[src/rtl/send_data_pkg.sv]
// Shared definitions for the configuration sender and its readback receiver.
package send_data_pkg;

  // Configuration word length shared with the downstream receiver.
  localparam int CFG_WIDTH = 170;
  localparam int CFG_CNT_W = 8;

  // One-hot sender states.
  typedef enum logic [3:0] {
    S_IDLE  = 4'b0001,
    S_SHIFT = 4'b0010,
    S_LOAD  = 4'b0100,
    S_DONE  = 4'b1000
  } state_t;

endpackage

[src/rtl/send_data_piso_shreg.sv]
// WIDTH-bit parallel-load, right-shift register with zero fill; q0 is the serial output.
module piso_shreg #(
  parameter int WIDTH = 170
) (
  input  logic             clk,
  input  logic             rst,
  input  logic             clr,
  input  logic             load,
  input  logic             shift,
  input  logic [WIDTH-1:0] d,
  output logic             q0
);

  logic [WIDTH-1:0] q;

  // Clear has priority over load, load over shift.
  // NOTE: the data register is reset too, so din_sr is a defined 0 out of reset
  // and no stale configuration bits can leak into the SR chain.
  always_ff @(posedge clk or posedge rst) begin
    if (rst) begin
      q <= '0;
    end else if (clr) begin
      q <= '0;
    end else if (load) begin
      q <= d;
    end else if (shift) begin
      q <= {1'b0, q[WIDTH-1:1]};
    end
  end

  assign q0 = q[0];

endmodule

[src/rtl/send_data.sv]
// Parallel-to-serial configuration sender feeding the SR chain.
// Serial data leaves LSB first straight from the shift register's bit 0, so
// din_sr is a flop output; control outputs are registered from the next state.
module send_data
  import send_data_pkg::*;
#(
  parameter int WIDTH = CFG_WIDTH,
  parameter int CNT_W = CFG_CNT_W
) (
  input  logic             clk,
  input  logic             rst,
  input  logic             start,
  input  logic [WIDTH-1:0] din,
  output logic             din_sr,
  output logic             sr_en,
  output logic             load_sr,
  output logic             busy,
  output logic             done
);

  localparam logic [CNT_W-1:0] LAST_BIT = CNT_W'(WIDTH - 1);

  state_t           state;
  logic [CNT_W-1:0] cnt;
  logic             accept;
  logic             state_legal;

  assign accept      = (state == S_IDLE) && start;
  assign state_legal = (state == S_IDLE) || (state == S_SHIFT) ||
                       (state == S_LOAD) || (state == S_DONE);

  // Data path: capture on accept, shift every SHIFT cycle (the final shift
  // empties the register so din_sr reads 0 during LOAD), flush on an upset.
  piso_shreg #(
    .WIDTH (WIDTH)
  ) u_shreg (
    .clk   (clk),
    .rst   (rst),
    .clr   (!state_legal),
    .load  (accept),
    .shift (state == S_SHIFT),
    .d     (din),
    .q0    (din_sr)
  );

  // Sequencer: state, bit counter and registered control outputs.
  // NOTE: non-blocking assignments throughout, so every branch sees the
  // pre-edge values of state and cnt regardless of statement order.
  always_ff @(posedge clk or posedge rst) begin
    if (rst) begin
      state   <= S_IDLE;
      cnt     <= '0;
      sr_en   <= 1'b0;
      load_sr <= 1'b0;
      busy    <= 1'b0;
      done    <= 1'b0;
    end else begin
      sr_en   <= 1'b0;
      load_sr <= 1'b0;
      done    <= 1'b0;
      case (state)
        S_IDLE: begin
          busy <= 1'b0;
          if (start) begin
            state <= S_SHIFT;
            cnt   <= '0;
            sr_en <= 1'b1;
            busy  <= 1'b1;
          end
        end
        S_SHIFT: begin
          busy <= 1'b1;
          if (cnt == LAST_BIT) begin
            // Hold cnt at its last value so it never passes WIDTH-1.
            state   <= S_LOAD;
            load_sr <= 1'b1;
          end else begin
            cnt   <= cnt + CNT_W'(1);
            sr_en <= 1'b1;
          end
        end
        S_LOAD: begin
          state <= S_DONE;
          busy  <= 1'b1;
          done  <= 1'b1;
        end
        S_DONE: begin
          state <= S_IDLE;
          busy  <= 1'b0;
        end
        default: begin
          state <= S_IDLE;
          cnt   <= '0;
          busy  <= 1'b0;
        end
      endcase
    end
  end

endmodule

[config.mk]
export PLATFORM = sky130hd
export DESIGN_NAME = send_data
export DESIGN_NICKNAME = d
export VERILOG_FILES = /design/src/rtl/send_data_pkg.sv /design/src/rtl/send_data_piso_shreg.sv /design/src/rtl/send_data.sv
export SDC_FILE = /design/constraint.sdc
export NUM_CORES = 1
export LEC_CHECK = 0
export ABC_AREA = 1
export CAP_MARGIN = 10
export CORE_MARGIN = 8
export CORE_UTILIZATION = 40
export CTS_CLUSTER_DIAMETER = 120
export DETAILED_ROUTE_END_ITERATION = 8
export PLACE_DENSITY = 0.7
export SETUP_SLACK_MARGIN = 0.4
export SYNTH_ARGS = -nofsm -noshare
export SYNTH_HDL_FRONTEND = slang
export SYNTH_SLANG_ARGS = --single-unit
[constraint.sdc]
create_clock -name clk -period 7.1 [get_ports clk]
set_clock_uncertainty 0.1 [all_clocks]
set_input_delay 1.065 -clock clk [delete_from_list [all_inputs] [get_ports clk]]
set_output_delay 1.065 -clock clk [all_outputs]
set_load 0.01 [all_outputs]
==> results of run 1 <==
routing by layer:
layer  routed length, um  global-route usage  up-vias
met5                   0                   0        -
met4                 206              0.0388        0
met3                1470              0.0423       17
met2               10600               0.259      226
met1               11300               0.259     3714
li1                    -                   -     3851
per-stage QoR:
stage / hold slack (ns) / instance area [um2]
6_report: 0.382 / 11200
4_1_cts: 0.386 / 11200
5_1_grt: 0.402 / 11200
3_5_place_dp: 0.369 / 10500
2_1_floorplan: 0.352 / 8690
3_3_place_gp: 0.363 / 10500
report_power, final:
group          total (mW)  internal (mW)  leakage [nW]  switching (mW)
registers            1.06           1.06          1.95               0
logic               0.136         0.0833          2.46          0.0531
clock network        1.09          0.665         0.323           0.426
sequential cells by signal, indices dropped and copies added, names as in the netlist:
register / cells
sr_en: 1
u_shreg.q: 170
state: 4
load_sr: 1
busy: 1
cnt: 8
done: 1
cells by family (layout without fill, tap and decap cells):
kind of cell               Yosys count  after routing  share of synthesized area
and+or+nand+nor                    743            743                      0.398
buffers and inverters              117            242                     0.0560
adders and majority gates            2              2                    0.00288
xor gates and xnor gates             1              1                    0.00101
DFF                                186            186                      0.536
AOI/OAI and AO/OA                    9              9                    0.00648
area by class of cell:
class                      instances  area share
tap                              280      0.0314
timing repair buffer             186       0.164
clock buffer                      18      0.0384
sequential                       186       0.417
clock inverter                    13      0.0214
multi-input combinational        755       0.318
inverter                          25     0.00908
cell usage after synthesis:
cell and number:
nand2_1 376, dfrtp_1 185, nand3_1 175, nand4_1 168
clkbuf_1 54, buf_2 29, inv_1 23, nor2_1 18
buf_1 6, o21ai_0 4, buf_4 3, ha_1 2
inv_2 2, nor2_4 2, o211ai_1 2, o21bai_1 2
dfstp_2 1, nand2_2 1, nand3_2 1, nand3b_1 1
nor3_1 1, o22ai_1 1, xor2_1 1
how the worst max path moves through the flow:
stage	from	end	slack (ns)
floorplan	rst	busy	0.88
global placement	start	u_shreg.q[168]	3.19
detailed placement	start	u_shreg.q[168]	3.17
CTS	start	u_shreg.q[168]	3.62
global route	start	u_shreg.q[104]	3.40
finish	start	u_shreg.q[76]	3.55
tightest hold or removal path, stage by stage (launching register included):
cell and delay, ns:
dfrtp_1 0.35, nand2_1 0.05, nand3_1 0.05
==> results.toml, run 1 <==
[outcome]
status = "completed"

[synth]
synth_area_leader_cell = "dfrtp_1"
synth_nets = 1233
syn_area_um2 = 8690
synth_cell_types = 23
yosys_warnings = 0
synth_top_area_share = 0.533
syn_area_per_cell_um2 = 8.21
synth-seq-cells = 186
ys_seq_area_frac = 0.536
syn_inst = 1058
synthTopCellsByArea = "dfrtp_1 (53%), nand2_1 (16%), nand4_1 (12%)"

[worst_setup_path]
rr_worst_depth = 7
cp.depth = 7
crit_fanout = 89
criticalPathCategory = "in2reg"
crit_family = "buffers and inverters"
critPathArrivalTime_ns = 3.75
crit_required_ns = 7.31
end_kind = "register"
critPathBufInv = 3
ff2ff_setup_slack_ns = 3.71
start_kind = "input pin"
reg2reg_from = "state[3]"
timing.rr.end = "u_shreg.q[76]"
crit_chain = "buf_4 > inv_1 > nand3_1 > nand3_4 > buf_4 > nand2_1 > nand3_1"
slowest_stage = "nand3_4"
critPathMaxStageDelay_ns = 0.75

[timing]
max_freq_mhz = 282
slew_headroom = 0.319
drv_slew = 0
final.min_clock_period_ns = 3.55
hold_viol = 0
rsz0062_at_grt = "no"
post-route-period-util = 0.500
worstMarginPinSlew_ns = 1.02
fin_ws_ns = 3.55
setup_violations = 0
setup_tns_ns = 0

[drt]
drcViolationCount = 0
wirelength_um = 23500
vias = 7808
drt_iter0_markers = 697
vias_per_cell = 5.34
post_drt_wl_per_cell_um = 16.1
dr.pass1.iters = 5
ant_nets = 0

[finish]
diodes = 0
area_growth_pct = 28.5
layout.cells.non_filler = 1463
multi_input_area_um2 = 3550
layout_commonest_cell = "nand2_1"
fin_nets = 1346
fillers = 1978
final_cell_mix = "nand2_1 (376), dfrtp_1 (185), clkdlybuf4s50_1 (176)"
final_util = 0.518
seq_area_um2 = 4660
drive_above_1_share = 0.0406

[global_routing]
grt.total_usage = 0.177
grt_pass1_wl_um = 38800
grt_start_max_net_pins = 102
grt_remaining_overflow = 0
grt_pass1_vias = 7492
antenna_found_initial = 0

[floorplan]
fp.dieW_um = 163
die_y_um = 163
core_um2 = 21600
fp-row-count = 54
die_area_um2 = 26700
start_util = 0.403
num_io_pins = 178

[clock_tree]
cts_max_level = 4
cts_resized = 0
clockRootBuffer = "clkbuf_16"
clock_path_buffers = 2
cts_buffers = 17
cts_hold_buf = 0
worstSkewPairLatency_ns = 0.42
cts.sinks = 186
cts_tree = "built"
clk_pin_slew_ns = 0.07
post-cts-setup-buffers = 0

[power_and_ir_drop]
power_density_nw_per_um2 = 205
p_leak_nw = 4.73
ir_worst_vdd_mv = 0.152
p_total_mw = 2.29

[hold_path]
hp-class = "reg2reg"
worst_hold_path.endpoint = "u_shreg.q[36]"
worstHoldPathCells = 2
hp-start = "u_shreg.q[36]"

[placement]
gp_congestion = 0.781
pre_cts_ws_ns = 3.17
hpwl_um = 14500
portBuffers = 177
dp_cells = 1432

[job]
maxCapViolCount = 0
Note: power is estimated with default switching activity, not from simulation.
==> run 2: changes to the inputs <==
==> constraint.sdc (replaced) <==
create_clock -name clk -period 3.5 [get_ports clk]
set_clock_uncertainty 0.1 [all_clocks]
set_input_delay 0.525 -clock clk [delete_from_list [all_inputs] [get_ports clk]]
set_output_delay 0.525 -clock clk [all_outputs]
set_load 0.01 [all_outputs]
==> run 2 against run 1 <==
  * Power increased by 93%
  * Global-route usage increased by 0.61 points
  * Via count increased by 2.6%
  * Cell count increased by 0.27%
  * Critical path depth decreased by 2
  * Sequential power increased by 100%
  * Non-clock buffer count increased by 3
  * Combinational power increased by 110%
  * Sequential share of layout area decreased by 0.11 points
  * Cell area increased by 0.26%
  * Largest cell class unchanged
==> results.toml, run 2 (synthesized netlist as in run 1, its figures left out) <==
[outcome]
status = "completed"

[timing]
holdWs_ns = 0.380
setup_tns_ns = 0
drv_slew = 0
final.min_clock_period_ns = 2.31
max_freq_mhz = 432
post-route-period-util = 0.661
setup_violations = 0
worstMarginPinSlew_ns = 0.818
hold_viol = 0
slew_headroom = 0.454
rsz0062_at_grt = "no"

[job]
maxCapViolCount = 0

[worst_setup_path]
cp.depth = 5
critPathBufInv = 2
end_kind = "register"
slowest_stage = "buf_4"
crit_chain = "nor2_4 > buf_4 > buf_4 > nand4_1 > nand3_1"
critPathArrivalTime_ns = 2.57
crit_fanout = 59
critPathMaxStageDelay_ns = 0.63
crit_family = "buffers and inverters"
crit_required_ns = 3.75
cpMostUsedCell = "buf_4"
rr_worst_depth = 5
criticalPathCategory = "reg2reg"
start_kind = "register"

[global_routing]
grt.total_usage = 0.183
grt_pass1_vias = 7804
grt_start_max_net_pins = 170
grt_pass1_wl_um = 40200
antenna_found_initial = 0
grt_remaining_overflow = 0

[placement]
portBuffers = 177
hpwl_um = 15100
gp_congestion = 0.782

[finish]
largest_register_ffs = 170
diodes = 0
fin_nets = 1349
seq_area_um2 = 4660
largest_register = "u_shreg.q"
drive_above_1_share = 0.0447
fillers = 2011
top_regs = "u_shreg.q x170, cnt x8, state x4"
layout_commonest_cell = "nand2_1"
multi_input_area_um2 = 3550
area_growth_pct = 28.8
final_cell_mix = "nand2_1 (376), dfrtp_1 (185), clkdlybuf4s50_1 (176)"

[drt]
post_drt_wl_per_cell_um = 16.6
vias = 8012
vias_per_cell = 5.46
wirelength_um = 24300
ant_nets = 0
drcViolationCount = 0
dr.pass1.iters = 5
drt_iter0_markers = 844

[hold_path]
hp-class = "in2async"

[power_and_ir_drop]
ir_worst_vdd_mv = 0.273
p_leak_nw = 4.73
power_density_nw_per_um2 = 394

[floorplan]
fp.dieW_um = 163
core_um2 = 21600
start_util = 0.403
die_y_um = 163
die_area_um2 = 26700
fp-row-count = 54
num_io_pins = 178

[clock_tree]
worstSkewPairLatency_ns = 0.42
cts_buffers = 17
cts.sinks = 186
clock_path_buffers = 2
cts_hold_buf = 0
clk_pin_slew_ns = 0.08
cts_tree = "built"
post-cts-setup-buffers = 0
cts_resized = 0
cts_max_level = 4
clockRootBuffer = "clkbuf_16"
run 2: path summary, 6_finish.rpt:
| kind | from | end | slack [ns] |
|---|---|---|---|
| max in group asynchronous | rst | state[0] | 2.10 |
| setup reg to reg | state[2] | u_shreg.q[114] | 1.19 |
| setup / recovery | state[2] | u_shreg.q[114] | 1.19 |
| hold reg to reg | u_shreg.q[148] | u_shreg.q[148] | 0.38 |
| hold / removal | rst | u_shreg.q[155] | 0.38 |
| min in group clk | u_shreg.q[148] | u_shreg.q[148] | 0.38 |
run 2: layout make-up:
type | count | area share
clock buffer | 18 | 0.0392
clock inverter | 14 | 0.0144
inverter | 25 | 0.00894
multi-input combinational | 755 | 0.318
sequential | 186 | 0.416
tap | 280 | 0.0313
timing repair buffer | 189 | 0.173
run 2: through the flow:
step	setup WS [ns]	instances	power, mW	util	area [um2]
2_1_floorplan	0.483	1058	2.25	-	8690
3_3_place_gp	1.26	1435	2.48	0.492	10600
3_5_place_dp	1.25	1435	2.48	0.492	10600
4_1_cts	1.21	1467	4.46	0.519	11200
5_1_grt	1.05	1467	4.58	0.519	11200
6_report	1.19	1467	4.41	0.519	11200
run 2: layer usage:
layer / track usage / vias to the layer above / wire length [um] / share of wire
met5: 0 / - / 0 / 0
li1: - / 3857 / - / -
met2: 0.274 / 230 / 11100 / 0.45
met3: 0.0491 / 20 / 1510 / 0.062
met4: 0.0421 / 0 / 294 / 0.012
met1: 0.259 / 3905 / 11500 / 0.47
run 2: report_power, final:
| part | internal, mW | leakage (nW) | switching [mW] | total (mW) |
|---|---|---|---|---|
| combinational | 0.174 | 2.49 | 0.111 | 0.285 |
| clock | 1.09 | 0.289 | 0.886 | 1.98 |
| sequential | 2.15 | 1.95 | 0 | 2.15 |
==> run 3: changes to the inputs <==
--- a/config.mk
+++ b/config.mk
@@ -11,7 +11,7 @@
 export CORE_UTILIZATION = 40
 export CTS_CLUSTER_DIAMETER = 120
 export DETAILED_ROUTE_END_ITERATION = 8
-export PLACE_DENSITY = 0.7
+export PLACE_DENSITY = 0.72
 export SETUP_SLACK_MARGIN = 0.4
 export SYNTH_ARGS = -nofsm -noshare
 export SYNTH_HDL_FRONTEND = slang
==> constraint.sdc (replaced) <==
create_clock -name clk -period 1.9 [get_ports clk]
set_clock_uncertainty 0.1 [all_clocks]
set_input_delay 0.285 -clock clk [delete_from_list [all_inputs] [get_ports clk]]
set_output_delay 0.285 -clock clk [all_outputs]
set_load 0.01 [all_outputs]
==> run 3 against run 2 <==
  * Die area unchanged
  * Combinational power up 94%
  * Non-clock buffer count up 67
  * Global-route usage up 2.4 points
  * Critical path depth up 4
  * Cell count up 4.6%
  * Clock-buffer cell count up 3
==> results.toml, run 3 (synthesized netlist as in run 1, its figures left out) <==
[outcome]
status = "completed"

[worst_setup_path]
critPathArrivalTime_ns = 1.95
reg2reg_from = "state[0]"
slowest_stage = "dfstp_2"
crit_required_ns = 2.16
critPathMaxStageDelay_ns = 0.55
ff2ff_setup_slack_ns = 0.20
crit_chain = "inv_2 > nor2_4 > nand3_4 > nand3_4 > buf_12 > buf_12 > clkbuf_16 > nand2_2 > nand3_2"
start_kind = "register"
crit_end = "u_shreg.q[96]"
rr_worst_depth = 9
crit_fanout = 7
cp-startpoint = "state[0]"
timing.rr.end = "u_shreg.q[96]"
end_kind = "register"
criticalPathCategory = "reg2reg"

[floorplan]
core_um2 = 21600
start_util = 0.403
die_y_um = 163
die_area_um2 = 26700
fp.dieW_um = 163
num_io_pins = 178
fp-row-count = 54

[clock_tree]
clockRootBuffer = "clkbuf_16"
cts_tree = "built"
clk_pin_slew_ns = 0.07
cts_max_level = 4
clock_path_buffers = 2
cts_buffers = 17
cts.sinks = 186
worstSkewPairLatency_ns = 0.43
cts_hold_buf = 0

[drt]
drt_iter0_markers = 787
vias = 8597
dr.pass1.iters = 6
vias_per_cell = 5.60
post_drt_wl_per_cell_um = 18.9
ant_nets = 0
drcViolationCount = 0
wirelength_um = 29000

[finish]
top_regs = "u_shreg.q x170, cnt x8, state x4"
largest_register_ffs = 170
largest_register = "u_shreg.q"
layout_commonest_cell = "nand2_1"
area_growth_pct = 49.2
fin_nets = 1417
final_util = 0.602
drive_above_1_share = 0.167
final_cell_mix = "nand2_1 (333), dfrtp_1 (183), clkdlybuf4s50_1 (171)"
fillers = 1814
diodes = 0
stdcell_area_um2 = 13000

[power_and_ir_drop]
power_density_nw_per_um2 = 646
ir_worst_vdd_mv = 0.542
p_sw_mw = 1.78
clockPowerShare = 0.462
switching_share = 0.212
seq_power_share = 0.472
p_int_mw = 6.60
p_leak_nw = 5.42
p_comb_frac = 0.066

[timing]
post-route-period-util = 0.893
rsz0062_at_grt = "yes"
final.min_clock_period_ns = 1.70
hold_viol = 0
slew_headroom = 0.726
worstMarginPinSlew_ns = 0.411
setup_tns_ns = 0
drv_slew = 0
setup_violations = 0
max_freq_mhz = 589

[global_routing]
antenna_found_initial = 1
grt_pass1_wl_um = 44300
grt_pass1_vias = 8423
grt_start_max_net_pins = 88
grt.total_usage = 0.206
grt_remaining_overflow = 0

[placement]
portBuffers = 177
gp_congestion = 0.831
hpwl_um = 15800
dpl-instance-area_um2 = 10900

[hold_path]
hp-class = "in2async"

[job]
maxCapViolCount = 0
## run 3: worst min-delay path by stage
stage | end | slack [ns] | cells past startpoint
floorplan | u_shreg.q[169] | 0.34 | 2
global placement | u_shreg.q[141] | 0.36 | 2
detailed placement | u_shreg.q[162] | 0.37 | 2
CTS | u_shreg.q[153] | 0.06 | 2
global route | u_shreg.q[153] | 0.08 | 2
finish | u_shreg.q[153] | 0.07 | 2
## run 3: what timing repair did
| action | CTS | global route |
|---|---|---|
| buffers inserted | 19 | 5 |
| resized for setup | 54 | 109 |
| endpoints found under the setup margin | 183 | 185 |
| pin swaps | 5 | 4 |
| gates cloned | 13 | 11 |
## run 3: layer usage
| layer | share of wire | GRT usage | vias to the layer above |
|---|---|---|---|
| met1 | 0.42 | 0.279 | 4177 |
| met4 | 0.019 | 0.0480 | 2 |
| met3 | 0.078 | 0.0547 | 46 |
| li1 | - | - | 4008 |
| met2 | 0.48 | 0.325 | 364 |
| met5 | 0.00045 | 0 | - |
## run 3: final cells by class
type | count | area (um2) | area share
flip-flops and latches | 186 | 4660 | 0.359
multi-input cells | 755 | 3980 | 0.307
repair buffers | 256 | 3230 | 0.249
clock buffers | 21 | 460 | 0.0355
well taps | 280 | 350 | 0.0270
clock inverters | 11 | 179 | 0.0138
inverters | 25 | 105 | 0.00811
repair inverters | 1 | 6.26 | 0.000482
## run 3: critical path: cells and delay by family (launching register included)
family | cells | cell delay [ns]
buffers and inverters | 4 | 0.48
DFF | 1 | 0.55
and+or+nand+nor | 5 | 0.48
## run 3: metrics by stage
stage / setup WS (ns) / hold WS, ns / total power, mW / cells
after floorplan: -0.877 / 0.336 / 4.14 / 1058
after global placement: 0.224 / 0.363 / 4.59 / 1455
after detailed placement: 0.190 / 0.369 / 4.58 / 1455
after CTS: 0.270 / 0.0607 / 8.46 / 1519
after global routing: 0.151 / 0.0786 / 8.66 / 1535
final: 0.203 / 0.0718 / 8.38 / 1535
## run 3: power groups by stage
stage / registers, mW / clock network, mW / logic (mW)
final: 3.96 / 3.87 / 0.553
after global routing: 3.95 / 4.11 / 0.594
after CTS: 3.96 / 3.95 / 0.556
after detailed placement: 4.03 / 0 / 0.550
after global placement: 4.03 / 0 / 0.553
after floorplan: 4.04 / 0 / 0.106
